--- src/rtl/bus_rx_responder.sv ---
// Bus receive responder: parses framed transfers, buffers frames for MY_ID, acks/naks one cycle after the last byte.
// Output stream never stalls the bus; bus-side flow control is by admission check (nak) at header time.
module bus_rx_responder #(
  parameter logic [1:0] MY_ID   = 2'b10,
  parameter int         DEPTH   = 16,
  parameter int         TIMEOUT = 15
) (
  input  logic       clk,
  input  logic       rst,
  input  logic [7:0] bus_data,
  input  logic       bus_valid,
  output logic       ack,
  output logic       nak,
  output logic       out_valid,
  input  logic       out_ready,
  output logic [7:0] out_data,
  output logic [1:0] out_src,
  output logic       out_last,
  output logic       busy
);

  localparam int AW = $clog2(DEPTH);
  localparam int PW = AW + 1;

  localparam logic [1:0] S_IDLE = 2'd0;
  localparam logic [1:0] S_RECV = 2'd1;
  localparam logic [1:0] S_SKIP = 2'd2;
  localparam logic [1:0] S_RESP = 2'd3;

  typedef struct packed {
    logic [1:0] dest;
    logic [1:0] src;
    logic [3:0] len;
  } hdr_t;

  typedef struct packed {
    logic [1:0] src;
    logic       last;
    logic [7:0] data;
  } entry_t;

  logic [1:0]    state;
  logic [1:0]    frm_src;
  logic [3:0]    rem;
  logic          refuse;
  logic          resp_ack;
  logic [7:0]    idle_cnt;
  logic [PW-1:0] wr_spec;
  logic [PW-1:0] wr_commit;
  logic [PW-1:0] rd;
  entry_t        mem [DEPTH];

  hdr_t          hdr_in;
  logic [PW-1:0] used;
  logic [PW-1:0] free;
  logic          for_me;
  logic          admit_ok;
  logic          timed_out;
  logic          rd_fire;
  entry_t        wr_ent;
  entry_t        rd_ent;

  assign hdr_in    = hdr_t'(bus_data);
  assign used      = wr_spec - rd;
  assign free      = PW'(DEPTH) - used;
  assign for_me    = (hdr_in.dest == MY_ID);
  assign admit_ok  = (free >= PW'(hdr_in.len));
  assign timed_out = !bus_valid && (idle_cnt == 8'(TIMEOUT - 1));
  assign rd_fire   = out_valid && out_ready;

  assign wr_ent.src  = frm_src;
  assign wr_ent.last = (rem == 4'd1);
  assign wr_ent.data = bus_data;

  // Control FSM and pointers; wr_spec only becomes visible to the reader once copied to wr_commit.
  always_ff @(posedge clk or posedge rst) begin
    if (rst) begin
      state     <= S_IDLE;
      frm_src   <= '0;
      rem       <= '0;
      refuse    <= 1'b0;
      resp_ack  <= 1'b0;
      idle_cnt  <= '0;
      wr_spec   <= '0;
      wr_commit <= '0;
      rd        <= '0;
    end else begin
      if (rd_fire) begin
        rd <= rd + 1'b1;
      end
      case (state)
        S_IDLE: begin
          idle_cnt <= '0;
          if (bus_valid) begin
            frm_src <= hdr_in.src;
            rem     <= hdr_in.len;
            refuse  <= 1'b0;
            if (hdr_in.len == 4'd0) begin
              if (for_me) begin
                state    <= S_RESP;
                resp_ack <= 1'b1;
              end
            end else if (!for_me) begin
              state <= S_SKIP;
            end else if (!admit_ok) begin
              state  <= S_SKIP;
              refuse <= 1'b1;
            end else begin
              state <= S_RECV;
            end
          end
        end

        S_RECV: begin
          if (bus_valid) begin
            idle_cnt <= '0;
            wr_spec  <= wr_spec + 1'b1;
            rem      <= rem - 1'b1;
            if (rem == 4'd1) begin
              state    <= S_RESP;
              resp_ack <= 1'b1;
            end
          end else if (timed_out) begin
            // Abandon the partial frame so it never reaches the reader.
            wr_spec  <= wr_commit;
            state    <= S_RESP;
            resp_ack <= 1'b0;
          end else begin
            idle_cnt <= idle_cnt + 1'b1;
          end
        end

        S_SKIP: begin
          if (bus_valid) begin
            idle_cnt <= '0;
            rem      <= rem - 1'b1;
            if (rem == 4'd1) begin
              state    <= refuse ? S_RESP : S_IDLE;
              resp_ack <= 1'b0;
            end
          end else if (timed_out) begin
            state    <= refuse ? S_RESP : S_IDLE;
            resp_ack <= 1'b0;
          end else begin
            idle_cnt <= idle_cnt + 1'b1;
          end
        end

        default: begin
          if (resp_ack) begin
            wr_commit <= wr_spec;
          end
          state <= S_IDLE;
        end
      endcase
    end
  end

  // Storage is not reset; entries are only observable between rd and wr_commit.
  always_ff @(posedge clk) begin
    if (state == S_RECV && bus_valid) begin
      mem[wr_spec[AW-1:0]] <= wr_ent;
    end
  end

  assign rd_ent    = mem[rd[AW-1:0]];
  assign out_valid = (wr_commit != rd);
  assign out_data  = out_valid ? rd_ent.data : 8'd0;
  assign out_src   = out_valid ? rd_ent.src  : 2'd0;
  assign out_last  = out_valid ? rd_ent.last : 1'b0;

  assign ack  = (state == S_RESP) &&  resp_ack;
  assign nak  = (state == S_RESP) && !resp_ack;
  assign busy = (state != S_IDLE);

endmodule

--- config.mk ---
export PLATFORM = sky130hd
export DESIGN_NAME = bus_rx_responder
export DESIGN_NICKNAME = d
export VERILOG_FILES = /design/src/rtl/bus_rx_responder.sv
export SDC_FILE = /design/constraint.sdc
export NUM_CORES = 1
export LEC_CHECK = 0
export ABC_CLOCK_PERIOD_IN_PS = 7100
export CAP_MARGIN = 25
export CORE_ASPECT_RATIO = 1.2
export CORE_UTILIZATION = 40
export DETAILED_ROUTE_END_ITERATION = 7
export PLACE_DENSITY_LB_ADDON = 0.05
export SLEW_MARGIN = 20
export SYNTH_ARGS = -nofsm -noshare
export SYNTH_HDL_FRONTEND = slang
export SYNTH_SLANG_ARGS = --single-unit
--- constraint.sdc ---
create_clock -name clk -period 7.1 [get_ports clk]
set_input_delay 1.775 -clock clk [delete_from_list [all_inputs] [get_ports clk]]
set_output_delay 1.775 -clock clk [all_outputs]
set_load 0.01 [all_outputs]
==> results_dict.tcl <==
set metrics [dict create \
    seqPwrFrac_pct 40.4 \
    power.switching_mw 1.34 \
    yosys_register_bits 209 \
    final_nets 616 \
    cts_setup_buffers 0 \
    finalSetupTns_ns 0 \
    finalNonFillerCells 869 \
    violations "design-rule violations" \
    rsz0062_at_grt "no" \
    power.static_leakage_nw 3.56 \
    die_area_um2 23200 \
    synth_nets 570 \
    swShare_pct 32.3 \
    endpoint_kind "primary output" \
    overflow 0 \
    path_max_fanout 33 \
    groute.layer.met3.usage_pct 2.44 \
    startpoint_type "register" \
    syn_to_final_growth_pct 15.2 \
    synthArstFlopShare_pct 15.8 \
    synth_area_per_cell_um2 16.9 \
    port_buffers 26 \
    vias_per_cell 5.53 \
    antenna_left 0 \
    initial_core_util_pct 41.1 \
    ios 27 \
    r2r-end "state[0]" \
    grt_use_met2_pct 33.0 \
    antenna_cells 0 \
    reg2reg_slack_ns 3.89 \
    cts_tree "built" \
    h-tree-depth 1 \
    syn_area_um2 9020 \
    path_class "reg2out" \
    min_path_type "reg2reg" \
    fmaxAchievable_mhz 191 \
    seq_area_frac_synth_pct 67.8 \
    timing.final.crit_period_ns 5.24 \
    startpoint "rd[1]" \
    final_hold_viol_count 0 \
    synth_cell_type_count 50 \
    slew_headroom_pct 30.0 \
    arrival_ns 3.47 \
    setup_viol 0 \
    drt_iter0_drc 218 \
    use_met1_pct 23.9 \
    clkTransAtPathRegs_ns 0.06 \
    status "finished with violations" \
    grt_max_degree 50 \
    cts-buffers-inserted 23 \
    reg2reg_from "rd[1]" \
    min_from "refuse" \
    grt_busiest_layer "met2" \
    tightest_slew_ns 1.04 \
    grt_pass1_vias 5101 \
    crit_end "out_src[1]" \
    comb_power_share_pct 33.9 \
    dpl.cell_count 827 \
    grtUsageTotal_pct 18.6 \
    powerDensity_nw_per_um2 401 \
    ys_warn_count 0 \
    route.detailed.drc 2 \
    via_count 4807 \
    required_ns 5.33 \
    cts_buffer_depth 3 \
    routed_wl_um 20600 \
    rows 59 \
    ctsHoldBuffers 0 \
    die_h_um 166 \
    dr.pass1.iters 8 \
    drive_gt1_share_pct 20.0 \
    utilization_pct 47.4 \
    grt_pass1_wl_um 31700 \
    cts_sinks 209 \
    place_hpwl_um 12300 \
    clk_latency_ns 0.51 \
    cts_root_buffer "clkbuf_16" \
    core-area_um2 21900 \
    peakVddDrop_mv 0.200 \
    die_x_um 139 \
    power.internal_mw 2.82 \
    synth_edf_count 176 \
    antenna_found_initial 0 \
    maxCapViolCount 0 \
    cts_resized 0 \
    slew_violations 0 \
    clkPwrFrac_pct 25.7 \
    place.gp.congestion 0.790 \
    period_share_pct 73.8 \
    finClkSkew_ns 0.0157 \
    yosys_most_used_dff "edfxtp_1" \
    rr_worst_depth 8 \
    synth_cells 533 \
    wl_per_cell_um 23.7 \
]
## registers in the layout, summed over array words and instances (netlist names)
register   cells
frm_src        2
idle_cnt       8
mem          176
rd             5
refuse         1
rem            4
resp_ack       1
state          2
wr_commit      5
wr_spec        5
## worst max-delay path: stages (launching register included)
cell and delay (ns):
dfrtp_2 0.95, buf_4 0.44, mux4_2 0.35, mux4_2 0.52, nor2b_1 0.16, clkdlybuf4s50_1 0.51
## through the flow
stage	hold slack (ns)	area, um^2	power (mW)	setup slack [ns]
floorplan	0.473	9020	2.63	3.36
global placement	0.496	9690	3.10	2.24
detailed placement	0.496	9690	3.13	2.21
CTS	0.518	10400	4.22	1.65
global route	0.559	10400	4.41	1.74
finish	0.520	10400	4.16	1.86
## how the worst min path moves through the flow
stage / slack [ns] / cells after the start / endpoint
global placement: 0.50 / 1 / refuse
detailed placement: 0.50 / 1 / refuse
CTS: 0.52 / 1 / refuse
finish: 0.52 / 1 / refuse
global route: 0.56 / 1 / refuse
floorplan: 0.47 / 1 / refuse
## cell usage after synthesis (all sizes together) (2+ instances only)
cell type	instances	area share, %
mux2	3	0.37
ha	24	3.3
a211oi	2	0.17
o32ai	2	0.19
nor2	34	1.4
a21oi	13	0.72
buf	12	0.80
o22ai	3	0.21
mux4	55	14
nor2b	13	0.90
a22o	3	0.29
edfxtp	176	59
inv	24	1.0
o31ai	2	0.17
nor3	10	0.55
o21a	2	0.17
nor4	2	0.21
xnor2	11	1.1
nand3	13	0.72
nand2	25	1.0
o21ai	20	1.1
xor2	9	0.87
nand2b	3	0.21
a31oi	4	0.28
dfrtp	33	9.2
nor4b	2	0.19
nand4	4	0.28
clkbuf	12	0.50
## cell usage in the layout (no fill, tap or decap), types with 2 or more instances in the layout
cell and count:
a211oi_1 2, clkinv_1 2, nor3_4 3, clkbuf_1 5, nand2_1 25, xnor2_1 11
xor2_1 9, o31ai_1 2, o21a_1 2, edfxtp_1 176, nor4b_1 2, o21ai_0 15
a31oi_1 4, clkinv_2 8, nand2b_1 3, clkbuf_16 23, mux2_2 2, inv_1 24
nand3_1 13, buf_4 18, nor2b_1 13, ha_1 24, nor2_1 33, nor3_1 6
o22ai_1 3, dfrtp_1 31, a21oi_1 13, nand4_1 4, clkdlybuf4s50_1 26, o21ai_1 5
a22o_1 3, mux4_2 55, o32ai_1 2
## power groups by stage
stage                     clock network, mW  registers (mW)  logic, mW
final                                  1.07            1.68       1.41
after global placement                    0            1.75       1.36
after CTS                              1.10            1.73       1.38
after floorplan                           0            1.54       1.09
after detailed placement                  0            1.76       1.37
after global routing                   1.15            1.70       1.56
## cells by family (layout without fill, tap and decap cells)
logic type	Yosys count	after routing	share of synthesized area, %
AOI/OAI and AO/OA	60	60	4.16
xor gates and xnor gates	20	20	1.94
adders and majority gates	25	25	3.55
buffers and inverters	48	110	2.30
DFF	209	209	67.8
muxes	59	59	14.2
and+or+nand+nor	112	112	6.06
## layout make-up
| type | instances | area [um^2] |
|---|---|---|
| Fill cell | 1896 | 11500 |
| Sequential cell | 209 | 6120 |
| Multi-Input combinational cell | 276 | 2750 |
| Clock buffer | 29 | 608 |
| Timing Repair Buffer | 45 | 415 |
| Tap cell | 274 | 343 |
| Inverter | 24 | 90.1 |
| Clock inverter | 12 | 65.1 |
## per-layer routing
| layer | part of all wire (%) | wire length, um |
|---|---|---|
| met3 | 3.8 | 787 |
| met1 | 43 | 8860 |
| met2 | 51 | 10500 |
| met5 | 0 | 0 |
| met4 | 2.2 | 454 |
No activity file was read; power rests on OpenSTA's default activity.
